$ cat config.mk
export PLATFORM = sky130hd
export DESIGN_NAME = dircc_packet_ingress_buffer
export DESIGN_NICKNAME = d
export VERILOG_FILES = /design/src/rtl/dircc_types_pkg.sv /design/src/rtl/dircc_ingress_beat_ram.sv /design/src/rtl/dircc_packet_ingress_buffer.sv
export SDC_FILE = /design/constraint.sdc
export NUM_CORES = 1
export LEC_CHECK = 0
export BUFFER_PORTS_ARGS = -buffer_cell sky130_fd_sc_hd__buf_2
export CAP_MARGIN = 20
export CORE_UTILIZATION = 25
export CTS_CLUSTER_DIAMETER = 50
export DETAILED_ROUTE_END_ITERATION = 10
export GPL_TIMING_DRIVEN = 0
export SETUP_SLACK_MARGIN = 0.3
export SLEW_MARGIN = 20
export SYNTH_ARGS = -nofsm -noshare
export SYNTH_HDL_FRONTEND = slang
export SYNTH_HIERARCHICAL = 1
export SYNTH_SLANG_ARGS = --single-unit
$ cat constraint.sdc
create_clock -name clk -period 16.2 [get_ports clk]
set_clock_uncertainty 0.2 [all_clocks]
set_input_delay 4.86 -clock clk [delete_from_list [all_inputs] [get_ports clk]]
set_output_delay 4.86 -clock clk [all_outputs]
set_load 0.05 [all_outputs]
$ cat src/rtl/dircc_types_pkg.sv
// Shared types for the dircc processing-element datapath.
package dircc_types_pkg;

    localparam int DIRCC_DATA_WIDTH  = 32;
    localparam int DIRCC_EMPTY_WIDTH = 2;

    typedef enum logic [1:0] {
        INGRESS_IDLE    = 2'd0,
        INGRESS_ACCEPT  = 2'd1,
        INGRESS_DISCARD = 2'd2
    } ingress_state_t;

    // Storage layout of one buffered beat at the default bus width
    typedef struct packed {
        logic [DIRCC_DATA_WIDTH-1:0]  data;
        logic [DIRCC_EMPTY_WIDTH-1:0] empty;
        logic                         eop;
    } ingress_entry_t;

endpackage

$ cat src/rtl/dircc_ingress_beat_ram.sv
// Simple dual-port beat store: one write port, one registered read port.
// A read of the address being written returns the previous contents.
module dircc_ingress_beat_ram #(
    parameter int WIDTH = 35,
    parameter int DEPTH = 16,
    localparam int AW = $clog2(DEPTH)
) (
    input  logic             clk,
    input  logic             wrEn_i,
    input  logic [AW-1:0]    wrAddr_i,
    input  logic [WIDTH-1:0] wrData_i,
    input  logic             rdEn_i,
    input  logic [AW-1:0]    rdAddr_i,
    output logic [WIDTH-1:0] rdData_o
);

    logic [WIDTH-1:0] mem_q [DEPTH];

    always_ff @(posedge clk) begin
        if (wrEn_i) begin
            mem_q[wrAddr_i] <= wrData_i;
        end
        if (rdEn_i) begin
            rdData_o <= mem_q[rdAddr_i];
        end
    end

endmodule

$ cat src/rtl/dircc_packet_ingress_buffer.sv
// Store-and-forward Avalon-ST ingress buffer with hardware-address filtering.
// Only whole packets become visible downstream; partial packets roll back.
module dircc_packet_ingress_buffer
    import dircc_types_pkg::*;
#(
    parameter int BITS_PER_SYMBOL   = 8,
    parameter int SYMBOLS_PER_BEAT  = 4,
    parameter int FIFO_DEPTH        = 16,
    parameter int ADDRESS_MEM_WIDTH = 32,
    parameter int FILTER_ENABLE     = 1,
    parameter int COUNT_WIDTH       = 16,
    localparam int DATA_WIDTH  = BITS_PER_SYMBOL * SYMBOLS_PER_BEAT,
    localparam int EMPTY_WIDTH = $clog2(SYMBOLS_PER_BEAT),
    localparam int PW          = $clog2(FIFO_DEPTH) + 1
) (
    input  logic                         clk,
    input  logic                         reset_n,
    input  logic [DATA_WIDTH-1:0]        in_data,
    input  logic [EMPTY_WIDTH-1:0]       in_empty,
    input  logic                         in_startofpacket,
    input  logic                         in_endofpacket,
    input  logic                         in_valid,
    output logic                         in_ready,
    output logic [DATA_WIDTH-1:0]        out_data,
    output logic [EMPTY_WIDTH-1:0]       out_empty,
    output logic                         out_startofpacket,
    output logic                         out_endofpacket,
    output logic                         out_valid,
    input  logic                         out_ready,
    input  logic [ADDRESS_MEM_WIDTH-1:0] address,
    output logic [COUNT_WIDTH-1:0]       drop_count,
    output logic [COUNT_WIDTH-1:0]       error_count,
    output logic [PW-1:0]                packets_pending
);

    localparam int ENTRY_WIDTH = DATA_WIDTH + EMPTY_WIDTH + 1;
    localparam logic [PW-1:0] PTR_ONE = PW'(1);
    localparam logic [PW-1:0] DEPTH_P = PW'(FIFO_DEPTH);

    ingress_state_t          state_q, state_d;
    logic [PW-1:0]           wrPtr_q, wrPtr_d;
    logic [PW-1:0]           commitPtr_q, commitPtr_d;
    logic [PW-1:0]           rdPtr_q, rdPtr_d;
    logic [PW-1:0]           pending_q, pending_d;
    logic [COUNT_WIDTH-1:0]  dropCnt_q, errCnt_q;
    logic                    alive_q;

    logic                    s1Valid_q;
    logic                    outValid_q, outSop_q, outEop_q, sopNext_q;
    logic [DATA_WIDTH-1:0]   outData_q;
    logic [EMPTY_WIDTH-1:0]  outEmpty_q;

    logic                    full, inReady, inFire, addrMatch;
    logic                    ramWe, ramRe, load2, popEop, commitInc, errInc;
    logic [1:0]              dropInc;
    logic [PW-2:0]           ramWaddr;
    logic [ENTRY_WIDTH-1:0]  ramRdata;
    logic [DATA_WIDTH-1:0]   ramData;
    logic [EMPTY_WIDTH-1:0]  ramEmpty;
    logic                    ramEop;

    function automatic logic [COUNT_WIDTH-1:0] satAdd(input logic [COUNT_WIDTH-1:0] cnt,
                                                      input logic [1:0] inc);
        logic [COUNT_WIDTH:0] sum;
        sum = {1'b0, cnt} + (COUNT_WIDTH+1)'(inc);
        return sum[COUNT_WIDTH] ? {COUNT_WIDTH{1'b1}} : sum[COUNT_WIDTH-1:0];
    endfunction

    // With wr == commit outside ACCEPT, full here means committed data fills the store
    always_comb begin
        full      = (wrPtr_q - rdPtr_q) == DEPTH_P;
        inReady   = alive_q && !full;
        inFire    = in_valid && inReady;
        addrMatch = (FILTER_ENABLE == 0) || (in_data[ADDRESS_MEM_WIDTH-1:0] == address);
    end

    // A new sop always starts at commitPtr_q, which also rolls back any open packet
    always_comb begin
        state_d     = state_q;
        wrPtr_d     = wrPtr_q;
        commitPtr_d = commitPtr_q;
        ramWe       = 1'b0;
        ramWaddr    = wrPtr_q[PW-2:0];
        dropInc     = 2'd0;
        errInc      = 1'b0;
        commitInc   = 1'b0;
        if (state_q == INGRESS_ACCEPT && full && commitPtr_q == rdPtr_q) begin
            wrPtr_d = commitPtr_q;
            errInc  = 1'b1;
            state_d = INGRESS_DISCARD;
        end else if (inFire) begin
            if (in_startofpacket) begin
                if (state_q == INGRESS_ACCEPT) begin
                    errInc = 1'b1;
                end
                if (state_q == INGRESS_DISCARD) begin
                    dropInc = 2'd1;
                end
                wrPtr_d = commitPtr_q;
                if (addrMatch) begin
                    ramWe    = 1'b1;
                    ramWaddr = commitPtr_q[PW-2:0];
                    wrPtr_d  = commitPtr_q + PTR_ONE;
                    if (in_endofpacket) begin
                        commitPtr_d = commitPtr_q + PTR_ONE;
                        commitInc   = 1'b1;
                        state_d     = INGRESS_IDLE;
                    end else begin
                        state_d = INGRESS_ACCEPT;
                    end
                end else if (in_endofpacket) begin
                    dropInc = dropInc + 2'd1;
                    state_d = INGRESS_IDLE;
                end else begin
                    state_d = INGRESS_DISCARD;
                end
            end else begin
                case (state_q)
                    INGRESS_IDLE: errInc = 1'b1;
                    INGRESS_ACCEPT: begin
                        ramWe   = 1'b1;
                        wrPtr_d = wrPtr_q + PTR_ONE;
                        if (in_endofpacket) begin
                            commitPtr_d = wrPtr_q + PTR_ONE;
                            commitInc   = 1'b1;
                            state_d     = INGRESS_IDLE;
                        end
                    end
                    INGRESS_DISCARD: begin
                        if (in_endofpacket) begin
                            dropInc = 2'd1;
                            state_d = INGRESS_IDLE;
                        end
                    end
                    default: state_d = INGRESS_IDLE;
                endcase
            end
        end
    end

    // Two-stage read pipe: RAM output register, then the output register
    always_comb begin
        load2  = !outValid_q || out_ready;
        ramRe  = (rdPtr_q != commitPtr_q) && (!s1Valid_q || load2);
        rdPtr_d = ramRe ? rdPtr_q + PTR_ONE : rdPtr_q;
        popEop = outValid_q && out_ready && outEop_q;
        {ramData, ramEmpty, ramEop} = ramRdata;
        case ({commitInc, popEop})
            2'b10:   pending_d = pending_q + PTR_ONE;
            2'b01:   pending_d = pending_q - PTR_ONE;
            default: pending_d = pending_q;
        endcase
    end

    dircc_ingress_beat_ram #(
        .WIDTH(ENTRY_WIDTH),
        .DEPTH(FIFO_DEPTH)
    ) u_beat_ram (
        .clk     (clk),
        .wrEn_i  (ramWe),
        .wrAddr_i(ramWaddr),
        .wrData_i({in_data, in_empty, in_endofpacket}),
        .rdEn_i  (ramRe),
        .rdAddr_i(rdPtr_q[PW-2:0]),
        .rdData_o(ramRdata)
    );

    always_ff @(posedge clk or negedge reset_n) begin
        if (!reset_n) begin
            state_q     <= INGRESS_IDLE;
            wrPtr_q     <= '0;
            commitPtr_q <= '0;
            rdPtr_q     <= '0;
            pending_q   <= '0;
            dropCnt_q   <= '0;
            errCnt_q    <= '0;
            alive_q     <= 1'b0;
        end else begin
            state_q     <= state_d;
            wrPtr_q     <= wrPtr_d;
            commitPtr_q <= commitPtr_d;
            rdPtr_q     <= rdPtr_d;
            pending_q   <= pending_d;
            dropCnt_q   <= satAdd(dropCnt_q, dropInc);
            errCnt_q    <= satAdd(errCnt_q, {1'b0, errInc});
            alive_q     <= 1'b1;
        end
    end

    // sopNext_q marks that the next beat to present opens a packet
    always_ff @(posedge clk or negedge reset_n) begin
        if (!reset_n) begin
            s1Valid_q  <= 1'b0;
            outValid_q <= 1'b0;
            outSop_q   <= 1'b0;
            outEop_q   <= 1'b0;
            outData_q  <= '0;
            outEmpty_q <= '0;
            sopNext_q  <= 1'b1;
        end else begin
            if (ramRe) begin
                s1Valid_q <= 1'b1;
            end else if (load2) begin
                s1Valid_q <= 1'b0;
            end
            if (load2) begin
                outValid_q <= s1Valid_q;
                if (s1Valid_q) begin
                    outData_q  <= ramData;
                    outEmpty_q <= ramEmpty;
                    outEop_q   <= ramEop;
                    outSop_q   <= sopNext_q;
                    sopNext_q  <= ramEop;
                end
            end
        end
    end

    assign in_ready          = inReady;
    assign out_data          = outData_q;
    assign out_empty         = outEmpty_q;
    assign out_startofpacket = outSop_q;
    assign out_endofpacket   = outEop_q;
    assign out_valid         = outValid_q;
    assign drop_count        = dropCnt_q;
    assign error_count       = errCnt_q;
    assign packets_pending   = pending_q;

endmodule

# Word-level counts from Yosys, hierarchy flattened
# Memories as Yosys holds them, arrays and structs flattened. A register that Yosys moved wholly into a read port is not among the register bits.
# Cells that the tools add are included.
[totals]
in_bits = 72
latch_bits = 0
romBits = 0
mem_count = 1
ramBits = 560
ff_bits = 94
word_cells = 115
[op_classes]
bitwise = 1
reduce_logical = 23
add_sub_neg = 9
mul = 0
magnitude_cmp = 0
mux = 55
shift = 0
eq_ne = 11
div_mod_pow = 0
[memory_table]
columns = ["name", "words", "width", "read_ports", "rd_ports_with_merged_regs", "write_ports", "line", "text"]
rows = [
  ["u_beat_ram.mem_q", 16, 35, 1, 1, 1, "dircc_ingress_beat_ram.sv:17", "logic [WIDTH-1:0] mem_q [DEPTH];"],
]
[op_table]
columns = ["cell", "n"]
rows = [
  ["$mux W5", 10],
  ["$eq A32 B32 Y1", 1],
  ["$mux W16", 2],
  ["$mux W2", 14],
  ["$mux W1", 23],
  ["$add A5 B1 Y5 const B", 4],
  ["$add A16 B1 Y17", 1],
  ["$add A16 B2 Y17", 1],
  ["$mux W4", 4],
  ["$pmux W5 S2", 1],
  ["$reduce_bool A2 Y1", 4],
  ["$logic_and A1 B1 Y1", 7],
  ["$eq A5 B5 Y1", 1],
  ["$eq A5 B5 Y1 const B", 1],
  ["$ne A5 B5 Y1", 1],
  ["$reduce_and A5 Y1", 1],
  ["$sub A5 B1 Y5 const B", 1],
  ["$sub A5 B5 Y5", 1],
  ["$eq A2 B1 Y1 const B", 2],
  ["$eq A2 B2 Y1 const B", 2],
  ["$ne A4 B1 Y1 const B", 1],
  ["$pmux W2 S2", 1],
  ["$reduce_and A2 Y1", 2],
  ["$logic_not A1 Y1", 3],
  ["other kinds (9)", 10],
]

# Longest topological paths before layout
# Gate-level depths: netlist (run 1).
[depth]
ltp_word = 15
ltp_mapped = 17
mapped_depth_nobuf = 16

# Modules after synthesis
# The synthesis (run 1) kept the hierarchy.
[by_module_without_submodules]
columns = ["module", "instances", "cells_per_inst", "area_per_inst_um2", "seq_area_each_um2"]
rows = [
  ["dircc_ingress_beat_ram", 1, 914, 22404.0, 17867.1],
  ["dircc_packet_ingress_buffer", 1, 471, 5048.6, 2353.5],
]

# Worst setup path after synthesis (run 1)
# No wires, ideal clock.
[synth_timing]
kind = "input -> register"
startpoint = "in address[17]"
endpoint = "mem u_beat_ram.mem_q[0][0], enable pin"
cell_stages = 9
setup_slack_ns = 6.118
setup_ns = 0.471
required_time_ns = 15.529
n_path_buf = 1
arrival_ns = 9.412
path_cell_list = "xor2_1 > nor4_1 > nand4_1 > or2_1 > or3_1 > buf_2 > mux2_4 > or3b_2 > nor3_1"
[synth_between]
word_cells_on_any_way = 11
classes_between = "eq/ne: 1; mux: 10"
[synth_rtl]
columns = ["element", "line", "text"]
rows = [
  ["from (decl)", "dircc_packet_ingress_buffer.sv:30", "input logic [ADDRESS_MEM_WIDTH-1:0] address,"],
  ["$eq A32 B32 Y1", "dircc_packet_ingress_buffer.sv:74", "addrMatch = (FILTER_ENABLE == 0) || (in_data[ADDRESS_MEM_WIDTH-1:0] == address);"],
  ["$mux W4", "dircc_packet_ingress_buffer.sv:100", "if (addrMatch) begin"],
  ["$mux W4", "dircc_packet_ingress_buffer.sv:92", "if (in_startofpacket) begin"],
  ["$mux W4", "dircc_packet_ingress_buffer.sv:91", "end else if (inFire) begin"],
  ["$mux W4", "dircc_packet_ingress_buffer.sv:87", "if (state_q == INGRESS_ACCEPT && full && commitPtr_q == rdPtr_q) begin"],
  ["via ramWaddr[2]", "dircc_packet_ingress_buffer.sv:56", "logic [PW-2:0] ramWaddr;"],
  ["to (decl)", "dircc_ingress_beat_ram.sv:17", ""],
]
# The timed path passes the listed nets, and every way through them passes these cells.

# Final worst setup path (run 1)
[layout_timing]
startpoint = "in in_data[6]"
endpoint = "reg dropCnt_q[11] (netlist: drop_count[11])"
[layout_between]
elab_chain_len = 7
[layout_rtl]
columns = ["element", "line", "text"]
rows = [
  ["from (decl)", "dircc_packet_ingress_buffer.sv:18", "input logic [DATA_WIDTH-1:0] in_data,"],
  ["$eq A32 B32 Y1", "dircc_packet_ingress_buffer.sv:74", ""],
  ["$mux W2", "dircc_packet_ingress_buffer.sv:100", ""],
  ["$mux W2", "dircc_packet_ingress_buffer.sv:92", ""],
  ["$mux W2", "dircc_packet_ingress_buffer.sv:91", ""],
  ["$mux W2", "dircc_packet_ingress_buffer.sv:87", ""],
  ["$add A16 B2 Y17", "dircc_packet_ingress_buffer.sv:65", "sum = {1'b0, cnt} + (COUNT_WIDTH+1)'(inc);"],
  ["$mux W16", "dircc_packet_ingress_buffer.sv:66", "return sum[COUNT_WIDTH] ? {COUNT_WIDTH{1'b1}} : sum[COUNT_WIDTH-1:0];"],
  ["to (signal assigned)", "dircc_packet_ingress_buffer.sv:184", "dropCnt_q <= satAdd(dropCnt_q, dropInc);"],
  ["to (decl)", "dircc_packet_ingress_buffer.sv:45", "logic [COUNT_WIDTH-1:0] dropCnt_q, errCnt_q;"],
]
# No other way between the ends.
# A chain may end at the register's enable or synchronous reset.

==> flow_summary.ini, run 1 <==
[setup_path]
reg2reg_depth = 17
rrSetupSlack_ns = 11.17
timing.rr.end = drop_count[11]
crit_start = in_data[6]
critical_path_class = in -> reg
r2r_start = rdPtr_q[3]
worstSetupEndpointType = register
crit_arrival_ns = 10.34
startpoint_type = input pin
crit_required_ns = 16.54
crit_end = drop_count[11]
crit_fanout = 17

[clock_tree]
cts_tree = done
htree_levels = 3
numCtsBuffers = 86
clk_latency_ns = 0.64
clockRootBuffer = clkbuf_16
ctsHoldBuffers = 0
clockBufferDepth = 3
clock_sinks = 689
clk_transition_reported_paths_ns = 0.05
cts_setup_buffers = 0
post_cts_resized = 0

[synth]
synth_fa_ha_area_share_pct = 1.012
syn-cell-area_sq_um = 27450
synth_edf_count = 595
synthTopCellsByArea = edfxtp_1, dfrtp_1, mux4_2, mux4_1, a22oi_1
syn_area_per_cell_sq_um = 19.82
ys_warn_count = 6
synthMuxAreaShare_pct = 14.29
synth_xor_area_share_pct = 2.265
synth_top_family_by_area = multiplexers
synth-seq-area-share_pct = 73.66
yosys.area_share.simple_pct = 3.765
synth.top_cell.area_share_pct = 65.08
yosysTopAreaCell = edfxtp_1
yosysUniqueCellTypes = 61
syn_nets = 1478
synthArstFlopShare_pct = 13.64
ys.flop_type = edfxtp_1
synth-compound-area-share_pct = 3.204
ys_ff_latch = 689
synthCells = 1385

[routing]
vias_per_cell = 4.574
ant_nets = 0
routedWlPerCell_microns = 21.95
drt_iter0_drc = 1123
drc = 0
routed_wl_mm = 69.09
route.vias.total = 14390
dr.pass1.iters = 5

[place]
hpwl_mm = 48.11
place.port_buffers = 145
routabilityCongestion = 0.7742

[finish]
n_fill_cell = 10420
layout_common_cells = edfxtp_1, buf_2, dfrtp_1
final_layout_size_suffix_gt1_share_pct = 28.75
final_nets = 1753
area_growth_pct = 22.58
utilization_pct = 30.92
mostFrequentLayoutCell = edfxtp_1

[timing]
slew_violations = 0
rsz0062_at_grt = false
max_freq_mhz = 99.98
fin_crit_sh_pct = 61.74
slew_headroom_pct = 30.44
finalSetupViolCount = 0
hold_viol_final = 0
period_needed_ns = 10.00
worst_pin_slew_ns = 1.034
finalSetupTns_ns = 0

[global_route]
grt_max_degree = 50
grt.total_usage_pct = 12.42
grt_pass1_vias = 14740
grt_overflow = 0
grt_first_pass_wirelength_mm = 100.9
antenna_found_initial = 8

[floorplanning]
die_w_microns = 333.4
row_count = 121
coreArea_sq_um = 108900
ios = 147
initial_core_util_pct = 25.22
die_h_microns = 333.4
die-area_sq_um = 111100

[pwr]
p_per_area_nw_per_um2 = 167.4
power_uw = 5635
leakage_uw = 0.01169
ir_drop_mv = 0.07821

[flow_run]
maxCapViolCount = 0

[status]
status = finished, final reports clean

[worst_hold_path]
hold_class = reg -> reg
through the flow:
step / worst slack, ns / hold WS [ns] / cells / cell area [sq um]
floorplan: 6.118 / 0.2375 / 1385 / 27450
global placement: 1.728 / 0.2498 / 2944 / 29950
detailed placement: 5.412 / 0.2540 / 2986 / 30780
finish: 6.198 / 0.2582 / 3147 / 33650
CTS: 6.052 / 0.2692 / 3146 / 33650
global route: 5.758 / 0.2786 / 3146 / 33650
layout make-up:
class,count,area [sq um],area share (%)
plain buffers,60,431.7,1.283
clock buffers,103,2247,6.678
multi-input cells,620,6862,20.39
repair buffers,187,1435,4.265
inverters,16,60.06,0.1785
diodes,1,2.502,0.007436
flip-flops and latches,689,20220,60.09
well taps,1414,1769,5.257
clock inverters,57,624.3,1.855
worst max-delay path, cell delays in order:
cell and delay, ns:
buf_2 0.30, xor2_1 0.17, nor4_1 0.90, nand4_1 0.49
or2_1 0.42, buf_2 0.21, mux2i_1 0.14, a21oi_1 0.17
ha_1 0.19, inv_1 0.06, fa_1 0.47, and3b_1 0.28
nand3_1 0.21, nor3_1 0.46, nand3_1 0.19, or2_2 0.41
clkbuf_1 0.26, nand2_1 0.12
worst min path at each step:
| stage | slack, ns | endpoint | depth (start not counted) | from |
|---|---|---|---|---|
| global placement | 0.25 | packets_pending[4] | 1 | packets_pending[4] |
| floorplan | 0.24 | sopNext_q | 2 | sopNext_q |
| detailed placement | 0.25 | sopNext_q | 2 | sopNext_q |
| global route | 0.28 | packets_pending[4] | 1 | packets_pending[4] |
| finish | 0.26 | out_data[1] | 1 | u_beat_ram/rdData_o[4] |
| CTS | 0.27 | packets_pending[4] | 1 | packets_pending[4] |
synthesized netlist by cell type, types with 5 or more instances:
| library cell | instances |
|---|---|
| nand2b_1 | 9 |
| nand3_1 | 26 |
| mux4_2 | 83 |
| inv_1 | 15 |
| ha_1 | 19 |
| nor4_1 | 12 |
| a22oi_1 | 70 |
| clkbuf_1 | 29 |
| xnor2_1 | 17 |
| dfrtp_1 | 93 |
| xor2_1 | 54 |
| edfxtp_1 | 595 |
| buf_2 | 16 |
| nor2_1 | 27 |
| mux4_1 | 57 |
| nor2b_1 | 7 |
| and3_1 | 9 |
| mux2_2 | 41 |
| nor3_1 | 13 |
| mux2i_1 | 5 |
| o21ai_0 | 15 |
| buf_12 | 11 |
| nand2_1 | 83 |
| nand4_1 | 7 |
| a21oi_1 | 17 |
kinds of logic (layout without fill, tap and decap cells):
family          Yosys count  in the layout
other cells               1              2
mux                     189            189
buf+inv                  76            423
xor+xnor                 71             71
compound gates          124            124
fa+ha+maj                21             21
simple gates            214            214
flops                   689            689
power breakdown:
part / switching (uW) / internal, uW
clock: 755 / 1130
combinational: 937 / 619
sequential: 84.5 / 2110
total: 1780 / 3860
sequential cells by signal, indices dropped and copies added (netlist names), 2 cells and up:
signal	flops
state_q	2
out_empty	2
error_count	16
out_data	32
drop_count	16
rdPtr_q	5
commitPtr_q	5
u_beat_ram/mem_q	560
wrPtr_q	5
packets_pending	5
u_beat_ram/rdData_o	35
per-layer routing:
metal  routed length [microns]  up-vias  track usage, %
met5                        53        -               0
met4                      1365        8           3.187
met3                      4266       97           2.855
met2                     34210      445           20.82
met1                     29190     7616           16.12
li1                          -     6227               -
(Power assumes the default switching activity.)
==> run 2: changes to the inputs <==
--- a/config.mk
+++ b/config.mk
@@ -5,6 +5,7 @@
 export SDC_FILE = /design/constraint.sdc
 export NUM_CORES = 1
 export LEC_CHECK = 0
+export ABC_AREA = 1
 export BUFFER_PORTS_ARGS = -buffer_cell sky130_fd_sc_hd__buf_2
 export CAP_MARGIN = 20
 export CORE_UTILIZATION = 25
==> constraint.sdc (replaced) <==
create_clock -name clk -period 8.19 [get_ports clk]
set_clock_uncertainty 0.2 [all_clocks]
set_input_delay 2.457 -clock clk [delete_from_list [all_inputs] [get_ports clk]]
set_output_delay 2.457 -clock clk [all_outputs]
set_load 0.05 [all_outputs]
==> flow_summary.ini, run 2 <==
[floorplanning]
die_h_microns = 350.0
initial_core_util_pct = 25.24
die_w_microns = 350.0
row_count = 127
ios = 147
coreArea_sq_um = 120000
die-area_sq_um = 122500

[routing]
drc = 0
routedWlPerCell_microns = 18.84
route.vias.total = 21690
drt_iter0_drc = 2153
dr.pass1.iters = 6
vias_per_cell = 4.410
routed_wl_mm = 92.68
ant_nets = 0

[synth]
synth_most_common_cell = nand2_1
synthCells = 2988
ys.flop_type = edfxtp_1
syn_nets = 3081
ys_warn_count = 6
synthTopCellsByArea = edfxtp_1, nand2_1, dfrtp_1, nand3_1, inv_1
syn-cell-area_sq_um = 30280
synthArstFlopShare_pct = 13.64
synth.top_cell.area_share_pct = 59.00
ys_top_cells_by_count = nand2_1, edfxtp_1, inv_1, nand3_1, dfrtp_1
synth-seq-area-share_pct = 66.77
yosysTopAreaCell = edfxtp_1
syn_area_per_cell_sq_um = 10.13
synth_edf_count = 595
ys_ff_latch = 689
yosysUniqueCellTypes = 46

[finish]
mostFrequentLayoutCell = nand2_1
layout_common_cells = nand2_1, edfxtp_1, inv_1
largest_reg_flops = 560
antenna_cells = 0
fin_area_sq_um = 36410
area_growth_pct = 20.22
fin_cells = 4919
final_layout_size_suffix_gt1_share_pct = 13.00
final_nets = 3335
n_fill_cell = 12120
top_register = u_beat_ram/mem_q

[global_route]
grt_overflow = 0
grt_pass1_vias = 20090
antenna_found_initial = 7
grt_first_pass_wirelength_mm = 133.9
grt_max_degree = 58
grt.total_usage_pct = 14.92

[clock_tree]
clockRootBuffer = clkbuf_16
ctsHoldBuffers = 0
cts_setup_buffers = 0
cts_tree = done
clock_sinks = 689
htree_levels = 3
clockBufferDepth = 3
numCtsBuffers = 80
post_cts_resized = 0
clk_transition_reported_paths_ns = 0.06
clk_latency_ns = 0.64

[timing]
slew_headroom_pct = 27.74
fin_crit_sh_pct = 77.39
fin_hold_ws_ns = 0.2110
rsz0062_at_grt = false
worst_pin_slew_ns = 1.084
finalSetupViolCount = 0
max_freq_mhz = 157.8
period_needed_ns = 6.338
slew_violations = 0
hold_viol_final = 0
final.setup.worst_slack_ns = 1.852

[flow_run]
maxCapViolCount = 0

[pwr]
p_per_area_nw_per_um2 = 337.5
leakage_uw = 0.01564
ir_drop_mv = 0.2026

[status]
status = finished, final reports clean

[place]
routabilityCongestion = 0.8330
hpwl_mm = 62.68
pre_cts_ws_ns = 1.225
place.port_buffers = 146
placed_cell_area_sq_um = 33790
dp.cells = 4772

[setup_path]
crit_required_ns = 8.30
r2r_start = rdPtr_q[3]
startpoint_type = input pin
crit_arrival_ns = 6.45
cp_common_cell = nand2_1
critical_path_class = in -> reg
crit_chain = buf_2 > nand2_1 > nand2_1 > nand2_1 > nor2_1 > nand2_1 > nor2_2 > nand2_2 > nand2_4 > inv_1 > nor3_1 > nand3_1 > nor2_4 > buf_12
reg2reg_depth = 14
timing.rr.end = u_beat_ram/mem_q[15][32]
crit_fanout = 19
worstSetupEndpointType = register
crit_path_max_incr_delay_ns = 0.78
rrSetupSlack_ns = 4.11
slowest_stage = nor2_4

[worst_hold_path]
worstHoldStart = u_beat_ram/rdData_o[30]
hold_depth = 2
min_to = out_data[27]
hold_class = reg -> reg
-- run 2: cell count changes after synthesis, sizes merged, moves of 10 or more --
cell    change
a22oi      -70
buf        +47
clkbuf     +18
inv       +485
mux2       -44
mux4      -140
nand2     +916
nand3     +441
nor2       +34
nor4       -11
o21ai      +10
xnor2      +19
xor2       -41
-- run 2: layer usage --
metal	up-vias	wire length, microns	track usage, %
li1	10140	-	-
met1	10360	38930	20.10
met2	1012	42290	23.73
met3	174	8549	3.154
met4	6	2880	4.986
met5	-	33	0
-- run 2: per-stage QoR --
stage	utilization (%)	TNS [ns]	total power [uW]
after floorplan	-	0	7069
after global placement	27.53	-450.47	8678
after detailed placement	28.16	0	8778
after CTS	30.35	0	12320
after global routing	30.35	0	12820
final	30.35	0	12290
-- run 2: cells by family after synthesis --
group | synth area share (%)
flip-flops | 66.77
other | 0.01238
buffers and inverters | 8.152
AND/OR/NAND/NOR | 21.77
XOR/XNOR | 1.417
adder cells (fa/ha/maj) | 0.9173
AO/OA/AOI/OAI | 0.9627
-- run 2: worst max-delay path, delay by kind of cell --
kind          cells  cell delay, ns
simple gates     11            3.25
buf+inv           3            0.74
-- run 2: cell type report --
type	instances	area, sq um	share of cell area [%]
Timing Repair Buffer	172	1363	3.743
Clock buffer	109	2182	5.994
Multi-Input combinational cell	1671	7714	21.19
Sequential cell	689	20220	55.54
Tap cell	1612	2017	5.540
Clock inverter	38	439.2	1.206
Buffer	125	579.3	1.591
Inverter	503	1893	5.200
-- run 2: report_power, final --
| part | switching, uW | internal [uW] |
|---|---|---|
| Clock | 1470 | 2050 |
| Sequential | 178 | 4180 |
| Combinational | 3300 | 1100 |
-- run 2: worst max path at each step --
stage,start,endpoint,slack (ns)
final,in_data[21],u_beat_ram/mem_q[15][32],1.85
after global routing,in_data[0],u_beat_ram/mem_q[15][32],1.65
after CTS,in_data[12],u_beat_ram/mem_q[15][32],1.89
after detailed placement,in_data[12],u_beat_ram/mem_q[15][19],1.22
after global placement,in_data[12],u_beat_ram/mem_q[10][19],-1.03
after floorplan,address[20],u_beat_ram/mem_q[4][0],2.40
